## config.mk

```make
export PLATFORM = sky130hd
export DESIGN_NAME = op_load_arbiter
export DESIGN_NICKNAME = d
export VERILOG_FILES = /design/src/rtl/op_load_arbiter.sv
export SDC_FILE = /design/constraint.sdc
export NUM_CORES = 1
export LEC_CHECK = 0
export ABC_CLOCK_PERIOD_IN_PS = 12100
export BUFFER_PORTS_ARGS = -buffer_cell sky130_fd_sc_hd__buf_2
export CORE_MARGIN = 2
export CORE_UTILIZATION = 57
export CTS_BUF_LIST = sky130_fd_sc_hd__clkbuf_16
export DETAILED_ROUTE_END_ITERATION = 7
export GPL_TIMING_DRIVEN = 0
export PLACE_DENSITY = 0.9
export RECOVER_POWER = 25
export SLEW_MARGIN = 25
export SYNTH_ARGS = -nofsm -noshare
export SYNTH_HDL_FRONTEND = slang
export SYNTH_SLANG_ARGS = --single-unit
```

## constraint.sdc

```tcl
create_clock -name clk -period 12.1 [get_ports clk]
set_input_delay 1.815 -clock clk [delete_from_list [all_inputs] [get_ports clk]]
set_output_delay 1.815 -clock clk [all_outputs]
set_load 0.1 [all_outputs]
```

## src/rtl/op_load_arbiter.sv

```systemverilog
`default_nettype none
// ============================================================================
// Module   : op_load_arbiter
// Purpose  : Round-robin arbiter that lets N_REQ requesters take turns
//            loading a 5-bit op code into a shared operation register.
//            After each load, the arbiter locks out all requesters for
//            HOLD_CYCLES cycles. A clear request overrides any grant in
//            progress and asserts the register's synchronous clear.
// Ports    : clk       - rising-edge clock
//            rst       - asynchronous reset, active low
//            req       - one load-request bit per requester
//            req_data  - 5-bit op code per requester, packed
//                        (requester i uses bits [5i+4:5i])
//            clr_req   - request to clear the operation register
//            ack       - one-cycle, one-hot acknowledge to the loaded requester
//            reg_en    - operation register load enable
//            reg_d     - operation register data input (last latched code)
//            reg_clr   - operation register synchronous clear
//            grant_id  - index of the current or most recent grant
//            busy      - high whenever the arbiter is not idle
// Revision : 1.0 - initial release
// ============================================================================
module op_load_arbiter #(
  parameter int N_REQ       = 4,
  parameter int HOLD_CYCLES = 8
) (
  input  logic               clk,
  input  logic               rst,
  input  logic [N_REQ-1:0]   req,
  input  logic [N_REQ*5-1:0] req_data,
  input  logic               clr_req,
  output logic [N_REQ-1:0]   ack,
  output logic               reg_en,
  output logic [4:0]         reg_d,
  output logic               reg_clr,
  output logic [2:0]         grant_id,
  output logic               busy
);

  localparam logic [1:0] c_st_idle  = 2'd0;
  localparam logic [1:0] c_st_grant = 2'd1;
  localparam logic [1:0] c_st_hold  = 2'd2;

  // The counter is loaded with HOLD_CYCLES-1 and HOLD exits on zero, so the
  // FSM spends exactly HOLD_CYCLES cycles in HOLD.
  localparam logic [7:0] c_hold_load = (HOLD_CYCLES > 0) ? 8'(HOLD_CYCLES - 1) : 8'd0;
  localparam logic       c_use_hold  = (HOLD_CYCLES > 0);
  localparam logic [2:0] c_last_id   = 3'(N_REQ - 1);

  logic [1:0] r_state;
  logic [1:0] w_state_nxt;
  logic [2:0] r_rr_ptr;
  logic [2:0] r_grant_id;
  logic [4:0] r_data;
  logic [7:0] r_hold_cnt;
  logic       r_clr;

  logic       w_any;
  logic [2:0] w_win_id;
  logic [4:0] w_win_data;
  logic [2:0] w_ptr_nxt;
  logic       w_grant_live;

  // --------------------------------------------------------------------------
  // Round-robin winner: the set request with the smallest upward distance
  // from r_rr_ptr (with wrap-around) wins.
  // --------------------------------------------------------------------------
  always_comb begin
    int w_best;
    int w_dist;
    int w_ptr;
    w_any      = 1'b0;
    w_win_id   = 3'd0;
    w_win_data = 5'd0;
    w_best     = N_REQ;
    w_dist     = 0;
    w_ptr      = int'(r_rr_ptr);
    for (int i = 0; i < N_REQ; i++) begin
      w_dist = (i >= w_ptr) ? (i - w_ptr) : (i + N_REQ - w_ptr);
      if (req[i] && (w_dist < w_best)) begin
        w_best     = w_dist;
        w_any      = 1'b1;
        w_win_id   = 3'(i);
        w_win_data = req_data[5*i +: 5];
      end
    end
  end

  assign w_ptr_nxt = (r_grant_id == c_last_id) ? 3'd0 : (r_grant_id + 3'd1);

  // --------------------------------------------------------------------------
  // FSM state register
  // --------------------------------------------------------------------------
  always_ff @(posedge clk or negedge rst) begin
    if (!rst) begin
      r_state <= c_st_idle;
    end else begin
      r_state <= w_state_nxt;
    end
  end

  // --------------------------------------------------------------------------
  // FSM next-state logic; a clear request forces IDLE from every state and
  // beats a simultaneous selection.
  // --------------------------------------------------------------------------
  always_comb begin
    w_state_nxt = r_state;
    case (r_state)
      c_st_idle: begin
        if (clr_req) begin
          w_state_nxt = c_st_idle;
        end else if (w_any) begin
          w_state_nxt = c_st_grant;
        end
      end
      c_st_grant: begin
        if (clr_req || !c_use_hold) begin
          w_state_nxt = c_st_idle;
        end else begin
          w_state_nxt = c_st_hold;
        end
      end
      c_st_hold: begin
        if (clr_req || (r_hold_cnt == 8'd0)) begin
          w_state_nxt = c_st_idle;
        end
      end
      default: w_state_nxt = c_st_idle;
    endcase
  end

  // --------------------------------------------------------------------------
  // Datapath registers: grant latch, round-robin pointer, hold counter and
  // the one-cycle-delayed clear.
  // --------------------------------------------------------------------------
  always_ff @(posedge clk or negedge rst) begin
    if (!rst) begin
      r_rr_ptr   <= 3'd0;
      r_grant_id <= 3'd0;
      r_data     <= 5'd0;
      r_hold_cnt <= 8'd0;
      r_clr      <= 1'b0;
    end else begin
      r_clr <= clr_req;
      case (r_state)
        c_st_idle: begin
          if (!clr_req && w_any) begin
            r_grant_id <= w_win_id;
            r_data     <= w_win_data;
          end
        end
        c_st_grant: begin
          // An aborted grant leaves the pointer where it was.
          if (!clr_req) begin
            r_rr_ptr   <= w_ptr_nxt;
            r_hold_cnt <= c_hold_load;
          end
        end
        c_st_hold: begin
          if (clr_req) begin
            r_hold_cnt <= 8'd0;
          end else if (r_hold_cnt != 8'd0) begin
            r_hold_cnt <= r_hold_cnt - 8'd1;
          end
        end
        default: ;
      endcase
    end
  end

  // --------------------------------------------------------------------------
  // FSM outputs. A clear arriving during GRANT suppresses the load in that
  // same cycle, so reg_en and reg_clr can never overlap.
  // --------------------------------------------------------------------------
  always_comb begin
    w_grant_live = (r_state == c_st_grant) && !clr_req;
    reg_en       = w_grant_live;
    ack          = '0;
    for (int i = 0; i < N_REQ; i++) begin
      ack[i] = w_grant_live && (r_grant_id == 3'(i));
    end
    reg_d    = r_data;
    reg_clr  = r_clr;
    grant_id = r_grant_id;
    busy     = (r_state != c_st_idle);
  end

endmodule
`default_nettype wire

```

# Word-level counts from Yosys, hierarchy flattened
# Cells that the tools add are included.
dict set report totals {
  register_bits 22
  in_bits 27
  output_inout_bits 15
  word_cells 84
}
dict set report op_classes {
  n_addsub 10
  magnitude_cmp 8
  eq_ne 9
  n_mux 28
  n_bitwise 1
  n_reduce_logical 22
}
# cell count
set op_table {}
lappend op_table {{$mux W32} 7}
lappend op_table {{$lt A32 B32 Y1} 3}
lappend op_table {{$lt A32 B4 Y1 const B} 1}
lappend op_table {{$mux W8} 3}
lappend op_table {{$mux W5} 4}
lappend op_table {{$pmux W8 S2} 1}
lappend op_table {{$sub A3 B3 Y4 const A} 4}
lappend op_table {{$logic_and A1 B1 Y1} 10}
lappend op_table {{$mux W3} 3}
lappend op_table {{$logic_not A8 Y1} 1}
lappend op_table {{$mux W2} 4}
lappend op_table {{$reduce_bool A8 Y1} 1}
lappend op_table {{$sub A1 B3 Y4 const A} 2}
lappend op_table {{$sub A2 B3 Y4 const A} 2}
lappend op_table {{$sub A8 B1 Y8 const B} 1}
lappend op_table {{$eq A3 B2 Y1 const B} 2}
lappend op_table {{$ge A1 B3 Y1 const A} 2}
lappend op_table {{$ge A2 B3 Y1 const A} 2}
lappend op_table {{$ne A3 B3 Y1 const B} 2}
lappend op_table {{$pmux W2 S3} 1}
lappend op_table {{$reduce_and A2 Y1} 3}
lappend op_table {{$mux W1} 5}
lappend op_table {{$ne A2 B2 Y1 const B} 2}
lappend op_table {{$reduce_bool A2 Y1} 2}
lappend op_table {{other kinds (10)} 10}

# Depth between registers and ports, before layout
# Gate-level depths: netlist of the first run.
dict set report logic_depth {
  ltp_word 17
  depth_mapped 19
  depth_no_buf 18
}

# Least setup slack after synthesis of the first run
# No wires, ideal clock.
dict set report synth_path {
  path_kind {input port to flip-flop}
  startpoint {input port req[0]}
  endpoint {register r_data[1] (netlist: reg_d[1])}
  setup_ns 0.090
  t_arrival_ns 5.338
  required_time_ns 12.010
  slack_ns 6.672
  path_stages 16
  path_buffers 2
  path_cell_list {buf_4 -> nand2_1 -> ha_1 -> a21oi_1 -> o311ai_4 -> a31oi_1 -> ha_1 -> or4_1 -> o21ai_2 -> buf_4 -> mux2_2 -> ha_1 -> nor2_1 -> a21boi_0 -> o211ai_2 -> o221ai_1}
}
dict set report synth_via {
  elab_chain_len 13
  word_cells_on_any_way 20
  classes_between {order compare: 3; mux: 11; reduce/logical: 6}
}
# element line_no
set synth_rtl {}
lappend synth_rtl {{start, declared} 29} ;# input logic [N_REQ-1:0] req,
lappend synth_rtl {{$logic_and A1 B1 Y1 *} 80} ;# if (req[i] && (w_dist < w_best)) begin
lappend synth_rtl {{$mux W32} 80}
lappend synth_rtl {{$lt A32 B32 Y1} 80}
lappend synth_rtl {{$logic_and A1 B1 Y1} 80}
lappend synth_rtl {{$mux W32} 80}
lappend synth_rtl {{$lt A32 B32 Y1} 80}
lappend synth_rtl {{$logic_and A1 B1 Y1} 80}
lappend synth_rtl {{$mux W32} 80}
lappend synth_rtl {{$lt A32 B32 Y1} 80}
lappend synth_rtl {{$logic_and A1 B1 Y1} 80}
lappend synth_rtl {{$mux W1} 80}
lappend synth_rtl {{$logic_and A1 B1 Y1} 147} ;# if (!clr_req && w_any) begin
lappend synth_rtl {{$reduce_and A2 Y1 (no source line)} -}
lappend synth_rtl {{end signal, assigned} 149} ;# r_data <= w_win_data;
lappend synth_rtl {{end, declared} 54} ;# logic [4:0] r_data;
# Every way passes the cells marked *; elsewhere a longest branch is shown, timed or not.
# A chain may end at the register's enable or synchronous reset.

# Worst setup path in the final report of the first run
dict set report layout_path {
  startpoint {input port req[0]}
  endpoint {register r_data[3] (netlist: reg_d[3])}
}
# Same word-level chain as after synthesis.

==> flow_summary.yaml, run 1 <==
clock_network:
  clkLatencyLatePin_ps: 250
  cts_root_buf: "clkbuf_16"
  cts_num_sinks: 20
  cts_buffers: 3
  clockBufferDepth: 2
  clk_pin_slew_ps: 60
  cts-hold-fix-buffers: 0
  cts_tree: "built"
  cts.htree.levels: 1
  cts_resized: 0
  post_cts_buffers: 0
global_routing:
  antenna_found_initial: 0
  grt_pass1_wl_um: 5760
  grt_usage_pct: 22.3
  grt_max_degree: 21
  gr-total-overflow: 0
  grt_pass1_vias: 1351
sta:
  clock.fmax_mhz: 178
  setup-tns-final_ps: 0
  slew_viol_final: 0
  fin_skew_ps: 2.14
  tightest_slew_ps: 1050
  finalCritPeriodShare_pct: 46.5
  final_hold_viol_count: 0
  postLayoutSetupSlackWorst_ps: 6470
  setup_viol: 0
  min_period_ps: 5630
  rsz0062_at_grt: "no"
  slew_headroom_pct: 30.3
synthesis:
  synth_seq_cells: 20
  syn-cell-area_um2: 1590
  synth_edf_count: 0
  synthArstFlopShare_pct: 100
  synthCells: 178
  yosysWarnings: 0
  ys_types: 50
  syn_area_per_cell_um2: 8.91
  synth_ff_type: "dfrtp_1"
  yosysSeqAreaShare_pct: 31.5
final_layout:
  antenna_cells: 0
  drive_gt1_share_pct: 24.9
  nNetsFinal: 266
  areaGrowthSynthToFinish_pct: 22.2
drt:
  wire_per_inst_um: 13.2
  drt_iter0_drc: 74
  ant_nets: 0
  drtPass1Iterations: 4
  vias_per_cell: 5.69
  vias: 1457
  wl_um: 3380
  drcViolationCount: 0
run:
  cap_violations: 0
power_and_ir_drop:
  peakVddDrop_mv: 0.252
  powerDensity_nw_per_um2: 246
  p_leak_nw: 0.998
outcome:
  outcome: "finished clean"
floorplan:
  pin_count: 42
  die_area_um2: 3220
  dieWidth_um: 56.8
  start_util_pct: 58.5
  fp-row-count: 19
  die_h_um: 56.8
  core_um2: 2710
critical_path:
  required_ps: 12260
  critPathArrivalTime_ps: 5790
  critPathCaptureType: "flop"
  cp_max_fo: 10
  start_kind: "input pin"
  path_class: "input pin to flop"
hold_path:
  hp-class: "flop to flop"
place:
  gp_congestion: 0.830
  portBuffers: 39
  post-place-ws_ps: 6230
  hpwl_um: 2630
==> final cells by class <==
| class | instances | area, um^2 |
|---|---|---|
| multi-input cells | 135 | 987 |
| fillers | 209 | 772 |
| flip-flops and latches | 20 | 500 |
| repair buffers | 39 | 193 |
| inverters | 22 | 82.6 |
| clock buffers | 3 | 75.1 |
| well taps | 31 | 38.8 |
| plain buffers | 5 | 31.3 |
| clock inverters | 1 | 30.0 |
==> through the flow <==
stage / hold slack [ps] / area [um^2] / util, % / cells / power [mW]
2_1_floorplan: 496 / 1600 / - / 182 / 0.333
3_3_place_gp: 507 / 1840 / 67.7 / 252 / 0.377
3_5_place_dp: 511 / 1840 / 67.7 / 252 / 0.384
4_1_cts: 535 / 1940 / 71.6 / 256 / 0.477
5_1_grt: 548 / 1940 / 71.5 / 256 / 0.508
6_report: 531 / 1940 / 71.5 / 256 / 0.477
==> state kept, by name (all words and copies together), names as in the netlist <==
signal / cells
reg_clr: 1
r_state: 2
r_hold_cnt: 8
r_rr_ptr: 2
grant_id: 2
reg_d: 5
==> power by group <==
part	internal (mW)	switching [mW]	leakage (nW)
clock	0.0656	0.0241	0.0511
sequential	0.0915	0.0257	0.250
combinational	0.0768	0.193	0.696
==> critical path, stage by stage <==
cell and delay [ps]:
buf_4 140, nand2_1 80, ha_1 300, a21oi_1 100, o311ai_4 510, a31oi_1 190, ha_1 200, or4_1 510
o21ai_2 260, buf_4 250, mux2_2 350, ha_1 270, nor2_1 60, a21boi_0 300, o211ai_2 220, o221ai_1 220
==> cell families (layout without fill, tap and decap cells) <==
family | Yosys count | after routing | synth area share, %
buffers and inverters | 27 | 70 | 7.18
other | 2 | 6 | 0.473
flip-flops | 20 | 20 | 31.5
multiplexers | 11 | 11 | 7.02
XOR/XNOR | 5 | 5 | 2.76
adder cells (fa/ha/maj) | 13 | 13 | 10.3
AO/OA/AOI/OAI | 41 | 41 | 21.1
AND/OR/NAND/NOR | 59 | 59 | 19.7
==> layer usage <==
metal / global-route usage [%] / share of wire (%) / vias up
met5: 0 / 0 / -
met4: 6.64 / 1.2 / 0
met3: 3.46 / 5.2 / 6
met2: 37.0 / 47 / 56
met1: 29.9 / 46 / 672
li1: - / - / 723
==> placed cells by master, fill, tap and decap left out, types with 5 or more instances in the layout <==
master / Yosys / layout
o221ai_1: 5 / 5
mux2i_1: 10 / 10
dfrtp_1: 20 / 20
ha_1: 13 / 13
conb_1: 2 / 6
buf_2: 1 / 38
inv_1: 22 / 22
a22oi_1: 5 / 5
nand2_1: 18 / 18
nor2_1: 12 / 12
o21ai_0: 10 / 10
==> final timing paths <==
kind	end	slack (ps)	from	cells after the start
setup / recovery	reg_d[3]$_DFFE_PN0P_	6470	req[0]	16
hold / removal	reg_d[1]$_DFFE_PN0P_	530	reg_d[1]$_DFFE_PN0P_	2
setup reg to reg	reg_d[3]$_DFFE_PN0P_	7350	r_rr_ptr[0]$_DFFE_PN0P_	17
hold reg to reg	reg_d[1]$_DFFE_PN0P_	530	reg_d[1]$_DFFE_PN0P_	2
min in group asynchronous	reg_clr$_DFF_PN0_	1730	rst	1
max in group asynchronous	r_state[1]$_DFFE_PN0P_	9740	rst	1
==> cells in the mapped netlist (2+ instances only) <==
cell | n | area, um^2
a21o_1 | 2 | 15.0
a21oi_1 | 3 | 15.0
a22oi_1 | 5 | 37.5
and3_1 | 4 | 25.0
buf_4 | 3 | 22.5
conb_1 | 2 | 7.51
dfrtp_1 | 20 | 500
ha_1 | 13 | 163
inv_1 | 22 | 82.6
mux2i_1 | 10 | 100
nand2_1 | 18 | 67.6
nand2b_1 | 4 | 25.0
nor2_1 | 12 | 45.0
nor2b_1 | 3 | 18.8
nor3_1 | 3 | 15.0
nor4b_1 | 2 | 17.5
o21ai_0 | 10 | 50.1
o221ai_1 | 5 | 43.8
or3_1 | 2 | 12.5
or4_1 | 2 | 15.0
xor2_1 | 4 | 35.0
Power figures use the tool's default switching activity.
==> run 2, diff against run 1 <==
- ABC_CLOCK_PERIOD_IN_PS: 12100 -> 5700
- CORE_UTILIZATION: 57 -> 53
- PLACE_DENSITY: 0.9 -> 0.85
- clock period: 12.1 -> 5.7 ns (I/O delays scaled with it)
==> run 2 against run 1 <==
Net effect: the run now ends with design-rule violations left; clock power rose by 61%; combinational power rose by 110%; non-clock buffer count unchanged; critical path type is now flop to flop; largest cell class unchanged; largest power group unchanged.
==> flow_summary.yaml, run 2 (synthesis gave the netlist of run 1 again) <==
outcome:
  outcome: "finished with violations"
  violations: "design-rule violations"
power_and_ir_drop:
  power_mw: 0.959
  clockPowerShare_pct: 15.0
  peakVddDrop_mv: 0.446
  combPwrFrac_pct: 59.2
  seqPwrFrac_pct: 25.7
  powerDensity_nw_per_um2: 503
  p_switching_mw: 0.509
  p_sw_share_pct: 53.1
  p_leak_nw: 0.983
  power.internal_mw: 0.450
final_layout:
  drive_gt1_share_pct: 24.6
  final_cell_mix: "buf_2 (38), inv_1 (22), dfrtp_1 (20), nand2_1 (18), ha_1 (13)"
  final_common_cell: "buf_2"
  areaGrowthSynthToFinish_pct: 20.3
  largest_register_ffs: 8
  regMostFlops: "r_hold_cnt"
  antenna_cells: 0
  nNetsFinal: 266
clock_network:
  clkLatencyLatePin_ps: 260
  clk_pin_slew_ps: 60
  cts_buffers: 3
  cts_tree: "built"
  post_cts_buffers: 0
  cts-hold-fix-buffers: 0
  cts_root_buf: "clkbuf_16"
  cts.htree.levels: 1
  cts_num_sinks: 20
  clockBufferDepth: 2
  cts_resized: 0
drt:
  wl_um: 3360
  ant_nets: 0
  drtPass1Iterations: 6
  drcViolationCount: 3
  wire_per_inst_um: 13.2
  vias: 1435
  vias_per_cell: 5.63
  drt_iter0_drc: 63
floorplan:
  dieWidth_um: 58.7
  start_util_pct: 56.6
  die_area_um2: 3450
  fp-row-count: 19
  core_um2: 2810
  die_h_um: 58.7
  pin_count: 42
sta:
  slew_headroom_pct: 29.5
  clock.fmax_mhz: 213
  fin_skew_ps: 4.36
  setup_viol: 0
  slew_viol_final: 0
  finalCritPeriodShare_pct: 82.5
  min_period_ps: 4700
  rsz0062_at_grt: "no"
  setup-tns-final_ps: 0
  tightest_slew_ps: 1060
  final_hold_viol_count: 0
run:
  cap_violations: 0
critical_path:
  critical-path-slowest-cell: "o311ai_4"
  start_kind: "flop"
  crit_path_max_incr_delay_ps: 530
  required_ps: 5870
  worstPathBufferInverterCount: 2
  crit_chain: "inv_1, ha_1, nand2_1, ha_1, a21oi_1, o311ai_4, a31oi_1, ha_1, or4_1, o21ai_2, buf_4, mux2_2, ha_1, nor2_1, a21boi_0, o211ai_2, o221ai_1"
  critPathArrivalTime_ps: 4870
  rr_startpoint: "r_rr_ptr[0]$_DFFE_PN0P_"
  critPathCaptureType: "flop"
  cp_max_fo: 10
  cpMostUsedCell: "ha_1"
  cpLargestDelayFamily: "compound AO/OA/AOI/OAI gates"
  worstSetupStartpoint: "r_rr_ptr[0]$_DFFE_PN0P_"
  path_class: "flop to flop"
hold_path:
  hp-class: "flop to flop"
  holdCritStartpoint: "reg_d[0]$_DFFE_PN0P_"
place:
  portBuffers: 39
  hpwl_um: 2590
  gp_congestion: 0.759
global_routing:
  grt_max_degree: 21
  grtUsageMet3_pct: 5.49
  busiest_layer: "met2"
  grt_pass1_vias: 1285
  gr-total-overflow: 0
  grt_usage_pct: 20.9
  grt_pass1_wl_um: 5670
  antenna_found_initial: 0
  grt.met2_usage_pct: 33.1
  met1_usage_pct: 30.1
-- run 2: cell count changes in the layout (fill, tap and decap cells not counted), sizes merged --
cell and delta:
bufinv -1
-- run 2: layout make-up --
| cell class | instances | area [um^2] |
|---|---|---|
| Multi-Input combinational cell | 135 | 987 |
| Buffer | 5 | 31.3 |
| Clock buffer | 3 | 75.1 |
| Timing Repair Buffer | 39 | 193 |
| Tap cell | 31 | 38.8 |
| Inverter | 22 | 82.6 |
| Fill cell | 232 | 897 |
| Sequential cell | 20 | 500 |
-- run 2: power by group through the flow --
stage               Clock, mW  Combinational (mW)  Sequential (mW)
detailed placement          0               0.566            0.246
CTS                     0.145               0.570            0.245
finish                  0.144               0.568            0.247
floorplan                   0               0.305            0.402
global placement            0               0.556            0.245
global route            0.152               0.617            0.255
-- run 2: worst paths after layout --
check                      depth (start not counted)                 endpoint  slack [ps]
hold / removal                                     2     reg_d[0]$_DFFE_PN0P_         530
min in group asynchronous                          1     reg_d[3]$_DFFE_PN0P_         770
hold reg to reg                                    2     reg_d[0]$_DFFE_PN0P_         530
max in group asynchronous                          1  grant_id[1]$_DFFE_PN0P_        4300
setup reg to reg                                  17     reg_d[3]$_DFFE_PN0P_        1000
setup / recovery                                  17     reg_d[3]$_DFFE_PN0P_        1000
-- run 2: per-layer routing --
layer  wire [um]  vias up
li1            -      725
met1        1670      672
met2        1520       38
met3         169        0
met4           0        0
met5           0        -
-- run 2: worst register-to-register path: stages, from the launching register on --
cell and delay [ps]:
dfrtp_1 380, inv_1 90, ha_1 330, nand2_1 70
ha_1 280, a21oi_1 100, o311ai_4 530, a31oi_1 190
ha_1 210, or4_1 520, o21ai_2 260, buf_4 250
mux2_2 360, ha_1 280, nor2_1 60, a21boi_0 280
o211ai_2 220, o221ai_1 210
-- run 2: through the flow --
step / cell area [um^2] / hold WS [ps] / worst slack (ps) / instances / utilization [%]
4_1_cts: 1910 / 533 / 1020 / 255 / 68.1
2_1_floorplan: 1600 / 496 / 1230 / 182 / -
6_report: 1910 / 534 / 998 / 255 / 68.0
3_3_place_gp: 1840 / 513 / 875 / 252 / 65.4
3_5_place_dp: 1840 / 515 / 809 / 252 / 65.4
5_1_grt: 1910 / 548 / 696 / 255 / 68.0
==> run 3, diff against run 2 <==
- ABC_AREA: not set -> 1
- ABC_CLOCK_PERIOD_IN_PS: 5700 -> 4400
- CORE_UTILIZATION: 53 -> 52
- PLACE_DENSITY: 0.85 -> 0.84
- clock period: 5.7 -> 4.4 ns (I/O delays scaled with it)
==> run 3 against run 2 <==
Net effect: the flow now finishes without violations; utilization is 1.0 points lower; wire length is 11% lower; die area is 2.0% lower; via count increased by 0.28%; worst hold slack lost 57 ps; global-route usage fell by 0.79 points; largest power group unchanged; fmax up 31%; design area fell by 3.1%; power grew 34%; cell count grew 16%.
==> flow_summary.yaml, run 3 <==
global_routing:
  grt_max_degree: 21
  grt_pass1_wl_um: 5330
  antenna_found_initial: 0
  grt_usage_pct: 20.1
  grt_pass1_vias: 1360
  gr-total-overflow: 0
clock_network:
  cts_num_sinks: 20
  post_cts_buffers: 0
  cts.htree.levels: 1
  clk_pin_slew_ps: 60
  clockBufferDepth: 2
  cts-hold-fix-buffers: 0
  cts_buffers: 3
  clkLatencyLatePin_ps: 250
  cts_root_buf: "clkbuf_16"
  cts_resized: 0
  cts_tree: "built"
final_layout:
  nNetsFinal: 306
  antenna_cells: 0
  final_common_cell: "nand2_1"
  fill_cells: 244
  regMostFlops: "r_hold_cnt"
  final_util_pct: 67.0
  areaGrowthSynthToFinish_pct: 21.4
  ff_latch_area_um2: 500
  largest_register_ffs: 8
  drive_gt1_share_pct: 24.5
  instances_no_fill: 296
  multi_input_area_um2: 858
  final_cell_mix: "nand2_1 (58), buf_2 (39), inv_1 (31), nand3_1 (21), dfrtp_1 (20)"
synthesis:
  syn-cell-area_um2: 1520
  yosysMostFrequentCell: "nand2_1"
  ys_types: 29
  synthCells: 218
  yosysSeqAreaShare_pct: 32.9
  syn_area_per_cell_um2: 6.98
  synth_top_area_share_pct: 32.9
  synth_area_leaders: "dfrtp_1 (33%), nand2_1 (14%), ha_1 (11%)"
  yosys.area.top_type: "dfrtp_1"
  synth_edf_count: 0
  synth_seq_cells: 20
  synth_ff_type: "dfrtp_1"
  synthTopCellsByCount: "nand2_1 (58), inv_1 (31), nand3_1 (21)"
  yosysWarnings: 0
  synthArstFlopShare_pct: 100
sta:
  tightest_slew_ps: 1040
  slew_viol_final: 0
  postLayoutSetupSlackWorst_ps: 810
  slew_headroom_pct: 30.9
  min_period_ps: 3590
  finalCritPeriodShare_pct: 81.6
  final_hold_viol_count: 0
  setup_viol: 0
  rsz0062_at_grt: "no"
  clock.fmax_mhz: 279
  fin_skew_ps: 6.16
  setup-tns-final_ps: 0
drt:
  wire_per_inst_um: 10.1
  drtPass1Iterations: 4
  vias: 1439
  drcViolationCount: 0
  ant_nets: 0
  drt_iter0_drc: 45
  wl_um: 2990
  vias_per_cell: 4.86
critical_path:
  critical-path-slowest-cell: "dfrtp_1"
  required_ps: 4540
  cpMostUsedCell: "nand2_1"
  cpLargestDelayFamily: "simple AND/OR/NAND/NOR gates"
  critPathCaptureType: "flop"
  path_class: "flop to flop"
  critPathArrivalTime_ps: 3730
  r2r_slack_ps: 810
  worstPathBufferInverterCount: 3
  cp_max_fo: 10
  start_kind: "flop"
  crit_path_max_incr_delay_ps: 380
power_and_ir_drop:
  peakVddDrop_mv: 0.640
  power.internal_mw: 0.577
  clockPowerShare_pct: 14.4
  powerDensity_nw_per_um2: 697
  p_switching_mw: 0.711
  combPwrFrac_pct: 61.5
  p_leak_nw: 1.05
  seqPwrFrac_pct: 24.1
  p_sw_share_pct: 55.2
floorplan:
  core_um2: 2760
  pin_count: 42
  fp-row-count: 19
  dieWidth_um: 58.1
  die_h_um: 58.1
  start_util_pct: 55.2
  die_area_um2: 3380
place:
  placed_cells: 292
  hpwl_um: 2380
  gp_congestion: 0.794
  post-place-ws_ps: 684
  portBuffers: 39
outcome:
  outcome: "finished clean"
run:
  cap_violations: 0
hold_path:
  hp-class: "flop to flop"
-- run 3: cell types whose count changed in the layout (fill, tap and decap cells not counted), sizes merged, moves of 5 or more --
cell,delta
inv,+17
mux2i,-10
nand2,+45
nand3,+20
nand4,+6
o221ai,-5
-- run 3: final cells by class --
cell class	count	share of cell area, %
multi-input cells	158	46.4
flip-flops and latches	20	27.1
repair buffers	39	10.4
inverters	40	8.12
clock buffers	3	4.06
well taps	31	2.10
plain buffers	4	1.56
clock inverters	1	0.203
-- run 3: cells by family after synthesis --
kind of cell	after synthesis	share of synthesized area, %
simple gates	119	36.5
buf+inv	44	11.8
compound gates	20	7.72
flops	20	32.9
fa+ha+maj	13	10.7
other cells	2	0.493
-- run 3: power by group through the flow --
stage / registers [mW] / logic [mW] / clock network (mW)
floorplan: 0.542 / 0.423 / 0
global placement: 0.311 / 0.779 / 0
detailed placement: 0.313 / 0.793 / 0
CTS: 0.311 / 0.796 / 0.186
global route: 0.319 / 0.880 / 0.199
finish: 0.311 / 0.792 / 0.186
-- run 3: final timing paths --
kind	start	to	cells after the start
worst min register to register	reg_d[1]$_DFFE_PN0P_	reg_d[1]$_DFFE_PN0P_	2
worst max-delay path	r_rr_ptr[1]$_DFFE_PN0P_	reg_d[1]$_DFFE_PN0P_	31
max in group asynchronous	rst	r_hold_cnt[6]$_DFFE_PN0P_	1
min in group asynchronous	rst	r_rr_ptr[1]$_DFFE_PN0P_	1
worst min-delay path	reg_d[1]$_DFFE_PN0P_	reg_d[1]$_DFFE_PN0P_	2
worst max register to register	r_rr_ptr[1]$_DFFE_PN0P_	reg_d[1]$_DFFE_PN0P_	31
-- run 3: metrics by stage --
step	hold WS (ps)	power (mW)	cell area, um^2
after detailed placement	471	1.11	1770
after CTS	361	1.29	1850
after floorplan	364	0.965	1540
after global placement	462	1.09	1770
final	477	1.29	1850
after global routing	520	1.40	1850
-- run 3: worst register-to-register path, delay by kind of cell (launching register included) --
family	cells	cell delay (ps)
fa+ha+maj	4	1100
buf+inv	3	460
simple gates	22	1340
compound gates	2	180
flops	1	380
-- run 3: routing by layer --
metal / track usage, % / vias to the layer above / wire [um] / part of all wire, %
li1: - / 774 / - / -
met1: 24.4 / 614 / 1440 / 48
met2: 35.7 / 45 / 1360 / 46
met3: 4.24 / 6 / 149 / 5.0
met4: 5.98 / 0 / 40 / 1.3
met5: 0 / - / 0 / 0
